$ cat src/rtl/bayer_mosaic_gen.sv
// bayer_mosaic_gen: re-mosaics an RGB pixel stream into a single-channel Bayer stream
// through a one-stage registered output. Define MOSAIC_LEN_CHECK_EN for line-length checking.
module bayer_mosaic_gen #(
    parameter int DATA_W = 10,
    parameter int IMG_W  = 640,
    parameter int IMG_H  = 480
) (
    input  logic              clk,
    input  logic              rst,
    input  logic [1:0]        cfg_pattern,
    input  logic              s_valid,
    output logic              s_ready,
    input  logic [DATA_W-1:0] s_r,
    input  logic [DATA_W-1:0] s_g,
    input  logic [DATA_W-1:0] s_b,
    input  logic              s_sof,
    input  logic              s_eol,
    output logic              m_valid,
    input  logic              m_ready,
    output logic [DATA_W-1:0] m_data,
    output logic              m_sof,
    output logic              m_eol,
    output logic              m_eof,
    output logic              err_len
);
    localparam int COL_W = $clog2(IMG_W);
    localparam int ROW_W = $clog2(IMG_H);
    localparam logic [COL_W-1:0] COL_LAST = COL_W'(IMG_W - 1);
    localparam logic [ROW_W-1:0] ROW_LAST = ROW_W'(IMG_H - 1);

    localparam logic IDLE   = 1'b0;
    localparam logic ACTIVE = 1'b1;

    logic              state_q;
    logic [COL_W-1:0]  col_q, col_eff, col_nxt;
    logic [ROW_W-1:0]  row_q, row_eff, row_nxt;
    logic [1:0]        pat_q, pat_eff;
    logic              accept, emit, line_end, frame_end, len_err, ry, cx;
    logic [DATA_W-1:0] sample;

    assign s_ready = (state_q == IDLE) || !m_valid || m_ready;
    assign accept  = s_valid && s_ready;
    assign emit    = accept && (s_sof || (state_q == ACTIVE));

    always_comb begin
        // An SOF beat is mapped as position (0,0) with the freshly sampled pattern.
        col_eff = s_sof ? '0 : col_q;
        row_eff = s_sof ? '0 : row_q;
        pat_eff = s_sof ? cfg_pattern : pat_q;
`ifdef MOSAIC_LEN_CHECK_EN
        line_end = s_eol || (col_eff == COL_LAST);
        len_err  = (s_eol != (col_eff == COL_LAST)) || (s_sof && (state_q == ACTIVE));
`else
        line_end = s_eol;
        len_err  = 1'b0;
`endif
        frame_end = line_end && (row_eff == ROW_LAST);
        ry = row_eff[0] ^ pat_eff[1];
        cx = col_eff[0] ^ pat_eff[0];
        if (!ry && !cx) begin
            sample = s_r;
        end else if (ry && cx) begin
            sample = s_b;
        end else begin
            sample = s_g;
        end
        if (line_end) begin
            col_nxt = '0;
            row_nxt = frame_end ? '0 : row_eff + ROW_W'(1);
        end else begin
            col_nxt = (col_eff == COL_LAST) ? col_eff : col_eff + COL_W'(1);
            row_nxt = row_eff;
        end
    end

    always_ff @(posedge clk) begin
        if (rst) begin
            state_q <= IDLE;
            col_q   <= '0;
            row_q   <= '0;
            pat_q   <= '0;
            m_valid <= 1'b0;
            m_data  <= '0;
            m_sof   <= 1'b0;
            m_eol   <= 1'b0;
            m_eof   <= 1'b0;
            err_len <= 1'b0;
        end else begin
            err_len <= emit && len_err;
            if (emit) begin
                state_q <= frame_end ? IDLE : ACTIVE;
                col_q   <= col_nxt;
                row_q   <= row_nxt;
                pat_q   <= pat_eff;
                m_valid <= 1'b1;
                m_data  <= sample;
                m_sof   <= s_sof;
                m_eol   <= line_end;
                m_eof   <= frame_end;
            end else if (m_ready) begin
                m_valid <= 1'b0;
            end
        end
    end
endmodule

$ cat config.mk
export PLATFORM = sky130hd
export DESIGN_NAME = bayer_mosaic_gen
export DESIGN_NICKNAME = d
export VERILOG_FILES = /design/src/rtl/bayer_mosaic_gen.sv
export SDC_FILE = /design/constraint.sdc
export NUM_CORES = 1
export LEC_CHECK = 0
export ABC_AREA = 1
export CORE_UTILIZATION = 40
export CTS_CLUSTER_DIAMETER = 80
export DETAILED_ROUTE_END_ITERATION = 16
export GPL_TIMING_DRIVEN = 0
export PLACE_DENSITY = 0.66
export SYNTH_ARGS = -nofsm -noshare
export SYNTH_HDL_FRONTEND = slang
export SYNTH_SLANG_ARGS = --single-unit
$ cat constraint.sdc
create_clock -name clk -period 2.1 [get_ports clk]
set_input_delay 0.42 -clock clk [delete_from_list [all_inputs] [get_ports clk]]
set_output_delay 0.42 -clock clk [all_outputs]
set_load 0.02 [all_outputs]
==> results.yml, run 1 <==
min_path:
  worstHoldStart: "m_valid$_SDFFE_PP0P_"
  holdPathStages: 2
  hold_end: "m_valid$_SDFFE_PP0P_"
  holdCritPathClass: "reg -> reg"
synthesis:
  synth-adder-area-share: 0.0105
  synth_seq_cells: 36
  yosys-top-cells-area: "dfxtp_1 (30%), nand2_1 (16%), nand3_1 (11%)"
  avgSynthCellArea_um2: 6.42
  synthSimpleGateAreaFrac: 0.411
  synth.area.mux_share: 0
  syn_inst: 372
  synth_top_area_cell: "dfxtp_1"
  synthDistinctLibCells: 31
  synth_common_cells: "nand2_1 (100), inv_1 (56), nand3_1 (53)"
  synth-seq-area-share: 0.302
  synth-compound-area-share: 0.123
  synth_nets: 412
  synthXorXnorAreaFrac: 0.0183
  synth_area_um2: 2390
  synthFlopType: "dfxtp_1"
  synth_edf_count: 0
  yosysMostFrequentCell: "nand2_1"
  yosys_warnings: 0
  async_reset_ff_frac: 0
  synth_top_family_by_area: "simple AND/OR/NAND/NOR gates"
  yosysTopAreaCellShare: 0.302
grt:
  grt-ovfl-total: 0
  antenna_found_initial: 0
  grt_use_total: 0.211
  grt_first_pass_wirelength_mm: 10.3
  grt_max_degree: 12
  grt_pass1_vias: 2232
routing:
  route.vias.total: 2440
  post_drt_wl_per_cell_um: 11.9
  drc: 0
  routed_wl_mm: 6.04
  postRouteAntennaNets: 0
  drtIter0Drc: 113
  drt_pass1_iterations: 4
  viasPerCell: 4.81
layout:
  drive_above_1_share: 0.126
  area_delta_synth_final_pct: 30.7
  final_util: 0.554
  nFillCells: 555
  final_area_um2: 3120
  n_antenna_cell: 0
  finalNonFillerCells: 507
  finalNetCount: 474
clock_network:
  hold_buffers: 0
  cts_tree: "yes"
  clock_sinks: 36
  insertion_delay_ps: 290
  ctsRootBufferMaster: "clkbuf_8"
  cts_made_buffers: 5
  clockBufferDepth: 2
  h-tree-depth: 2
  clk_pin_slew_ps: 70
sta:
  relSlewSlack: 0.625
  final_hold_viol_count: 0
  tightest_slew_ps: 562
  fin_worst_skew_ps: 2.58
  max_freq_mhz: 523
  finalSetupViolCount: 0
  period_minus_slack_ps: 1910
  grt_setup_unrepaired: "false"
  min_period_over_period: 0.910
  drv_slew: 0
  timing.hold.ws_ps: 478
  setup_tns_ps: 0
worst_setup_path:
  r2r-start: "col_q[0]$_SDFFE_PP0P_"
  path_class: "in -> reg"
  reg2reg_slack_ps: 400
  r2r_cells: 12
  worstPathRequired_ps: 2260
  crit_fanout: 10
  cp-end-kind: "flip-flop"
  r2r_end: "col_q[7]$_SDFFE_PP0P_"
  startpoint_type: "primary input"
  arrival_ps: 2070
floorplan:
  die_area_um2: 6290
  die_y_um: 79.3
  fp.dieW_um: 79.3
  initial_core_util: 0.424
  core_area_um2: 5640
  pin_count: 54
  rows: 27
power_and_ir_drop:
  power.density_nw_per_um2: 534
  irDropWorstVdd_v: 0.000218
  power.leakage_uw: 0.00144
run_status:
  status: "finished clean"
place:
  place_inst: 496
  dp_hpwl_mm: 4.54
  gp_congestion: 0.810
  place.port_buffers: 52
  placed_area_um2: 3000
job:
  cap_violations: 0
==> timing repair <==
| item | in CTS | in global routing |
|---|---|---|
| buffers inserted | 0 | 3 |
| endpoints found under the setup margin | 17 | 5 |
| pin swaps | 1 | 2 |
| gates resized for setup | 5 | 4 |
==> power breakdown <==
group,switching [µW],internal [µW],leakage [µW]
combinational,229,182,0.00109
clock,262,262,0.0000510
sequential,17.3,714,0.000294
total,509,1160,0.00144
==> worst max-delay path by stage <==
stage                  from                    end  slack (ps)  cells past startpoint
global placement      s_sof  col_q[7]$_SDFFE_PP0P_        -750                     16
floorplan             s_sof  col_q[7]$_SDFFE_PP0P_         230                     15
detailed placement    s_sof  col_q[7]$_SDFFE_PP0P_        -770                     16
finish                s_sof  col_q[7]$_SDFFE_PP0P_         190                     16
global route          s_sof  col_q[7]$_SDFFE_PP0P_           1                     16
CTS                 m_ready                s_ready          10                      4
==> final cells by class <==
class / instances / area, µm² / share of cell area
buffer: 14 / 96.3 / 0.0308
clock buffer: 6 / 82.6 / 0.0264
clock inverter: 2 / 10.0 / 0.00321
inverter: 60 / 225 / 0.0721
multi-input combinational: 262 / 1360 / 0.435
sequential: 36 / 721 / 0.231
tap: 72 / 90.1 / 0.0288
timing repair buffer: 55 / 541 / 0.173
==> routing by layer <==
metal  track usage  wire (µm)  up-vias
li1              -          -     1303
met4        0.0545         66        0
met3        0.0598        372        7
met5             0          0        -
met2         0.357       2730       63
met1         0.261       2870     1067
==> state kept, by name, summed over array words and instances (netlist names) <==
name     flops
m_eol        1
m_valid      1
m_eof        1
row_q        9
col_q       10
m_data      10
state_q      1
pat_q        2
m_sof        1
==> kinds of logic (layout without fill, tap and decap cells) <==
kind of cell,Yosys count,count (layout)
and+or+nand+nor,204,204
buffers and inverters,74,137
AOI/OAI and AO/OA,50,50
DFF,36,36
xor gates and xnor gates,5,5
adders and majority gates,2,2
other,1,1
==> stage by stage <==
step           setup WS, ps  power [µW]
4_1_cts                13.9        1690
3_5_place_dp           -772        1160
3_3_place_gp           -747        1160
2_1_floorplan           231         987
5_1_grt                1.28        1760
6_report                189        1670
==> cells in the final DEF (no fill, tap or decap), types with 3 or more instances in the layout <==
cell type / instances
a21oi_1: 23
a21oi_2: 10
buf_2: 3
buf_4: 4
buf_6: 5
clkbuf_1: 5
clkbuf_8: 6
clkdlybuf4s50_1: 50
dfxtp_1: 36
inv_1: 56
inv_2: 3
nand2_1: 99
nand2_2: 8
nand2_4: 4
nand3_1: 53
nand3_2: 4
nand4_1: 6
nor2_1: 18
o21ai_0: 16
xor2_1: 5
==> critical path, stage by stage <==
cell     delay [ps]
buf_2           160
inv_2            80
buf_6           160
buf_6           160
nand2_1          70
inv_1            60
ha_1            170
nand2_1          90
nor2_4          160
nand2_2          90
nor2_4          150
nand2_1          70
nand2_1          70
nor2_1           40
nor2_1           70
nor2_1           40
No activity file was read; power rests on OpenSTA's default activity.
==> run 2: changes to the inputs <==
- CORE_UTILIZATION: 40 -> 51
- PLACE_DENSITY: 0.66 -> 0.81
==> run 2 against run 1 <==
Compared with the run above:
- clock skew about the same
- utilization up 15 points
- critical endpoint unchanged
- worst setup slack worse by 78 ps
- clock power down 1%
- sequential share of layout area up 0.22 points
- hold slack worse by 15 ps
==> results.yml, run 2 (synthesized netlist as in run 1, its figures left out) <==
routing:
  postRouteAntennaNets: 0
  drt_pass1_iterations: 5
  drc: 0
  routed_wl_mm: 5.95
  route.vias.total: 2562
  post_drt_wl_per_cell_um: 12.2
  drtIter0Drc: 244
  viasPerCell: 5.27
sta:
  final_hold_viol_count: 0
  min_period_over_period: 0.947
  period_minus_slack_ps: 1990
  setup_tns_ps: 0
  timing.hold.ws_ps: 463
  drv_slew: 0
  final.setup.worst_slack_ps: 111
  relSlewSlack: 0.662
  tightest_slew_ps: 507
  max_freq_mhz: 503
  fin_worst_skew_ps: 2.48
  finalSetupViolCount: 0
floorplan:
  fp.dieW_um: 70.5
  die_y_um: 70.5
  initial_core_util: 0.541
  core_area_um2: 4410
  rows: 24
  pin_count: 54
  die_area_um2: 4960
clock_network:
  insertion_delay_ps: 290
  clockBufferDepth: 2
  cts_tree: "yes"
  clock_sinks: 36
  hold_buffers: 0
  cts_made_buffers: 5
  clk_pin_slew_ps: 70
  h-tree-depth: 2
  ctsRootBufferMaster: "clkbuf_8"
worst_setup_path:
  critPathTopFamily: "simple AND/OR/NAND/NOR gates"
  cp_cell_sequence: "buf_2 -> inv_2 -> buf_8 -> buf_6 -> nand2_1 -> inv_1 -> ha_2 -> nand2_1 -> nor2_4 -> nand2_2 -> nor2_4 -> nand2_1 -> nand2_1 -> nor2_1 -> nor2_1 -> nor2_1"
  path_class: "in -> reg"
  critPathMaxStageDelay_ps: 200
  startpoint_type: "primary input"
  cp-end-kind: "flip-flop"
  crit_path_frequent_cell: "nand2_1"
  r2r_end: "col_q[7]$_SDFFE_PP0P_"
  r2r_cells: 12
  worstPathRequired_ps: 2260
  arrival_ps: 2150
  crit_fanout: 10
  reg2reg_slack_ps: 310
  crit_buf_inv: 5
  r2r-start: "col_q[0]$_SDFFE_PP0P_"
  slowest_stage: "nor2_4"
grt:
  grt_use_total: 0.247
  grt_max_degree: 12
  grt-ovfl-total: 0
  grt_pass1_vias: 2248
  grt_first_pass_wirelength_mm: 9.86
  antenna_found_initial: 0
power_and_ir_drop:
  power.leakage_uw: 0.00143
  irDropWorstVdd_v: 0.000294
  power.density_nw_per_um2: 537
place:
  gp_congestion: 0.878
  place.port_buffers: 52
  pre_cts_ws_ps: -714
  dp_hpwl_mm: 4.46
  place_inst: 476
layout:
  final_util: 0.701
  area_delta_synth_final_pct: 29.4
  finalNetCount: 473
  final_common_cell: "nand2_1"
  drive_above_1_share: 0.127
  largestRegisters: "col_q x10, m_data x10, row_q x9"
  regArea_um2: 721
  n_antenna_cell: 0
  multiInputGateArea_um2: 1360
  finalNonFillerCells: 486
  final_cell_mix: "nand2_1 (99), inv_1 (56), nand3_1 (53)"
  nFillCells: 380
min_path:
  worstHoldStart: "m_sof$_SDFFE_PP0P_"
  holdCritPathClass: "reg -> reg"
  holdPathStages: 2
  hold_end: "m_sof$_SDFFE_PP0P_"
run_status:
  status: "finished clean"
job:
  cap_violations: 0
## run 2: cell count changes in the layout (fill, tap and decap cells not counted)
cell	delta
buf_8	+1
dlymetal6s2s_1	-1
ha_1	-1
dlygate4sd2_1	+1
ha_2	+1
buf_6	-1
buf_4	-1
## run 2: layout make-up
cell class,instances,area share
inverter,60,0.0728
clock inverter,2,0.00324
clock buffer,6,0.0267
sequential,36,0.233
multi-input combinational,262,0.440
timing repair buffer,54,0.171
buffer,14,0.0324
tap,52,0.0210
## run 2: worst max path at each step
| stage | endpoint | slack (ps) | start | cells past startpoint |
|---|---|---|---|---|
| finish | col_q[7]$_SDFFE_PP0P_ | 110 | s_sof | 16 |
| global route | col_q[7]$_SDFFE_PP0P_ | -30 | s_sof | 16 |
| CTS | col_q[7]$_SDFFE_PP0P_ | 20 | s_sof | 16 |
| detailed placement | col_q[7]$_SDFFE_PP0P_ | -710 | s_sof | 16 |
| global placement | col_q[7]$_SDFFE_PP0P_ | -690 | s_sof | 16 |
| floorplan | col_q[7]$_SDFFE_PP0P_ | 230 | s_sof | 15 |
## run 2: worst reg2reg max path, cell delays in order, from the launching register on
cell	delay [ps]
dfxtp_1	370
nand2_2	100
inv_1	140
ha_2	210
nand2_1	90
nor2_4	200
nand2_2	110
nor2_4	160
nand2_1	60
nand2_1	70
nor2_1	40
nor2_1	80
nor2_1	40
## run 2: power breakdown
| part | total (µW) | internal (µW) | switching (µW) |
|---|---|---|---|
| registers | 731 | 714 | 17.1 |
| logic | 413 | 182 | 230 |
| clock network | 517 | 262 | 255 |
## run 2: what timing repair did
| action | 4_1_cts | 5_1_grt |
|---|---|---|
| setup buffers | 0 | 2 |
| setup endpoints to repair | 12 | 4 |
| resized for setup | 6 | 5 |
| pin swaps | 1 | 2 |
## run 2: metal layers
metal / up-vias / share of wire / global-route usage
met3: 6 / 0.072 / 0.0620
li1: 1302 / - / -
met4: 0 / 0.0091 / 0.0622
met1: 1160 / 0.44 / 0.315
met2: 94 / 0.48 / 0.414
met5: - / 0 / 0
## run 2: metrics by stage
step	total power, µW	cell area, µm²
2_1_floorplan	987	2390
3_3_place_gp	1150	2980
3_5_place_dp	1160	2980
4_1_cts	1680	3080
5_1_grt	1740	3090
6_report	1660	3090
==> run 3: changes to the inputs <==
- CORE_ASPECT_RATIO: unset -> 0.75
- SLEW_MARGIN: unset -> 20
==> run 3 against run 2 <==
Compared with the run above:
- cell area shrank 0.12%
- fmax rose by 2.5%
- register-to-register slack improved by 40 ps
- wire length increased by 5.9%
==> results.yml, run 3 (synthesized netlist as in run 1, its figures left out) <==
floorplan:
  rows: 21
  die_area_um2: 4970
  initial_core_util: 0.532
  core_area_um2: 4490
  pin_count: 54
  die_y_um: 61.3
  fp.dieW_um: 81.0
routing:
  routed_wl_mm: 6.30
  viasPerCell: 5.15
  drc: 0
  postRouteAntennaNets: 0
  drtIter0Drc: 103
  drt_pass1_iterations: 4
  route.vias.total: 2523
  post_drt_wl_per_cell_um: 12.8
sta:
  drv_slew: 0
  setup_tns_ps: 0
  fin_worst_skew_ps: 7.48
  grt_setup_unrepaired: "false"
  relSlewSlack: 0.639
  max_freq_mhz: 515
  finalSetupViolCount: 0
  final_hold_viol_count: 0
  min_period_over_period: 0.924
  period_minus_slack_ps: 1940
  tightest_slew_ps: 542
  timing.hold.ws_ps: 472
clock_network:
  clock_sinks: 36
  clk_pin_slew_ps: 70
  clockBufferDepth: 2
  hold_buffers: 0
  cts_made_buffers: 5
  cts_tree: "yes"
  insertion_delay_ps: 290
  ctsRootBufferMaster: "clkbuf_8"
  h-tree-depth: 2
grt:
  grt_use_total: 0.268
  grt_first_pass_wirelength_mm: 10.1
  grt-ovfl-total: 0
  grt_pass1_vias: 2181
  grt_max_degree: 11
  antenna_found_initial: 0
worst_setup_path:
  crit_path_frequent_cell: "nand2_1"
  cp-end-kind: "flip-flop"
  crit_buf_inv: 5
  cp_cell_sequence: "buf_2 -> inv_2 -> buf_8 -> buf_6 -> nand2_1 -> inv_1 -> ha_1 -> nand2_1 -> nor2_4 -> nand2_1 -> nor2_4 -> nand2_1 -> nand2_1 -> nor2_1 -> nor2_1 -> nor2_1"
  crit_fanout: 10
  startpoint_type: "primary input"
  arrival_ps: 2110
  critPathTopFamily: "simple AND/OR/NAND/NOR gates"
  slowest_stage: "ha_1"
  path_class: "in -> reg"
  critPathMaxStageDelay_ps: 190
  worstPathRequired_ps: 2270
layout:
  multiInputGateArea_um2: 1360
  drive_above_1_share: 0.118
  finalNetCount: 472
  n_antenna_cell: 0
  final_area_um2: 3090
  finalNonFillerCells: 490
  largestRegisters: "col_q x10, m_data x10, row_q x9"
  nFillCells: 406
  regArea_um2: 721
  area_delta_synth_final_pct: 29.3
  final_cell_mix: "nand2_1 (100), inv_1 (56), nand3_1 (53)"
  final_common_cell: "nand2_1"
place:
  gp_congestion: 0.865
  place_inst: 481
  dp_hpwl_mm: 4.72
  placed_area_um2: 2980
  place.port_buffers: 52
power_and_ir_drop:
  power.density_nw_per_um2: 541
  total_power_uw: 1670
  power.leakage_uw: 0.00143
  irDropWorstVdd_v: 0.000464
run_status:
  status: "finished clean"
min_path:
  holdCritPathClass: "reg -> reg"
job:
  cap_violations: 0
[run 3: what timing repair did]
action | CTS | global route
pin swaps | 2 | 0
gates resized for setup | 4 | 7
setup endpoints to repair | 17 | 6
setup buffers | 1 | 0
[run 3: final timing paths]
check / to / start / slack (ps) / depth (start not counted)
setup reg to reg: col_q[7]$_SDFFE_PP0P_ / col_q[0]$_SDFFE_PP0P_ / 350 / 12
setup / recovery: col_q[7]$_SDFFE_PP0P_ / s_sof / 160 / 16
hold / removal: m_sof$_SDFFE_PP0P_ / m_sof$_SDFFE_PP0P_ / 470 / 2
hold reg to reg: m_sof$_SDFFE_PP0P_ / m_sof$_SDFFE_PP0P_ / 470 / 2
[run 3: area by class of cell]
| class | instances | area share |
|---|---|---|
| plain buffers | 14 | 0.0328 |
| clock buffers | 8 | 0.0292 |
| inverters | 60 | 0.0729 |
| multi-input cells | 262 | 0.439 |
| flip-flops and latches | 36 | 0.233 |
| well taps | 57 | 0.0231 |
| repair buffers | 53 | 0.170 |
[run 3: per-layer routing]
layer  global-route usage  part of all wire  routed length, µm  up-vias
met4               0.0638            0.0097                 61        0
met2                0.435              0.45               2830       69
li1                     -                 -                  -     1303
met1                0.370              0.49               3110     1143
met3               0.0519             0.046                291        8
met5                    0                 0                  0        -
[run 3: power breakdown]
group / total (µW) / internal, µW / switching (µW)
logic: 419 / 183 / 236
clock network: 520 / 268 / 252
registers: 731 / 714 / 17.1
[run 3: worst min-delay path, stage by stage (launching register included)]
cell and delay (ps):
dfxtp_1 320, nand2_1 60, a21oi_1 50
[run 3: metrics by stage]
| stage | setup WS (ps) | util |
|---|---|---|
| after global placement | -662 | 0.664 |
| final | 159 | 0.688 |
| after detailed placement | -724 | 0.664 |
| after CTS | 11.2 | 0.686 |
| after floorplan | 231 | - |
| after global routing | 10.5 | 0.688 |
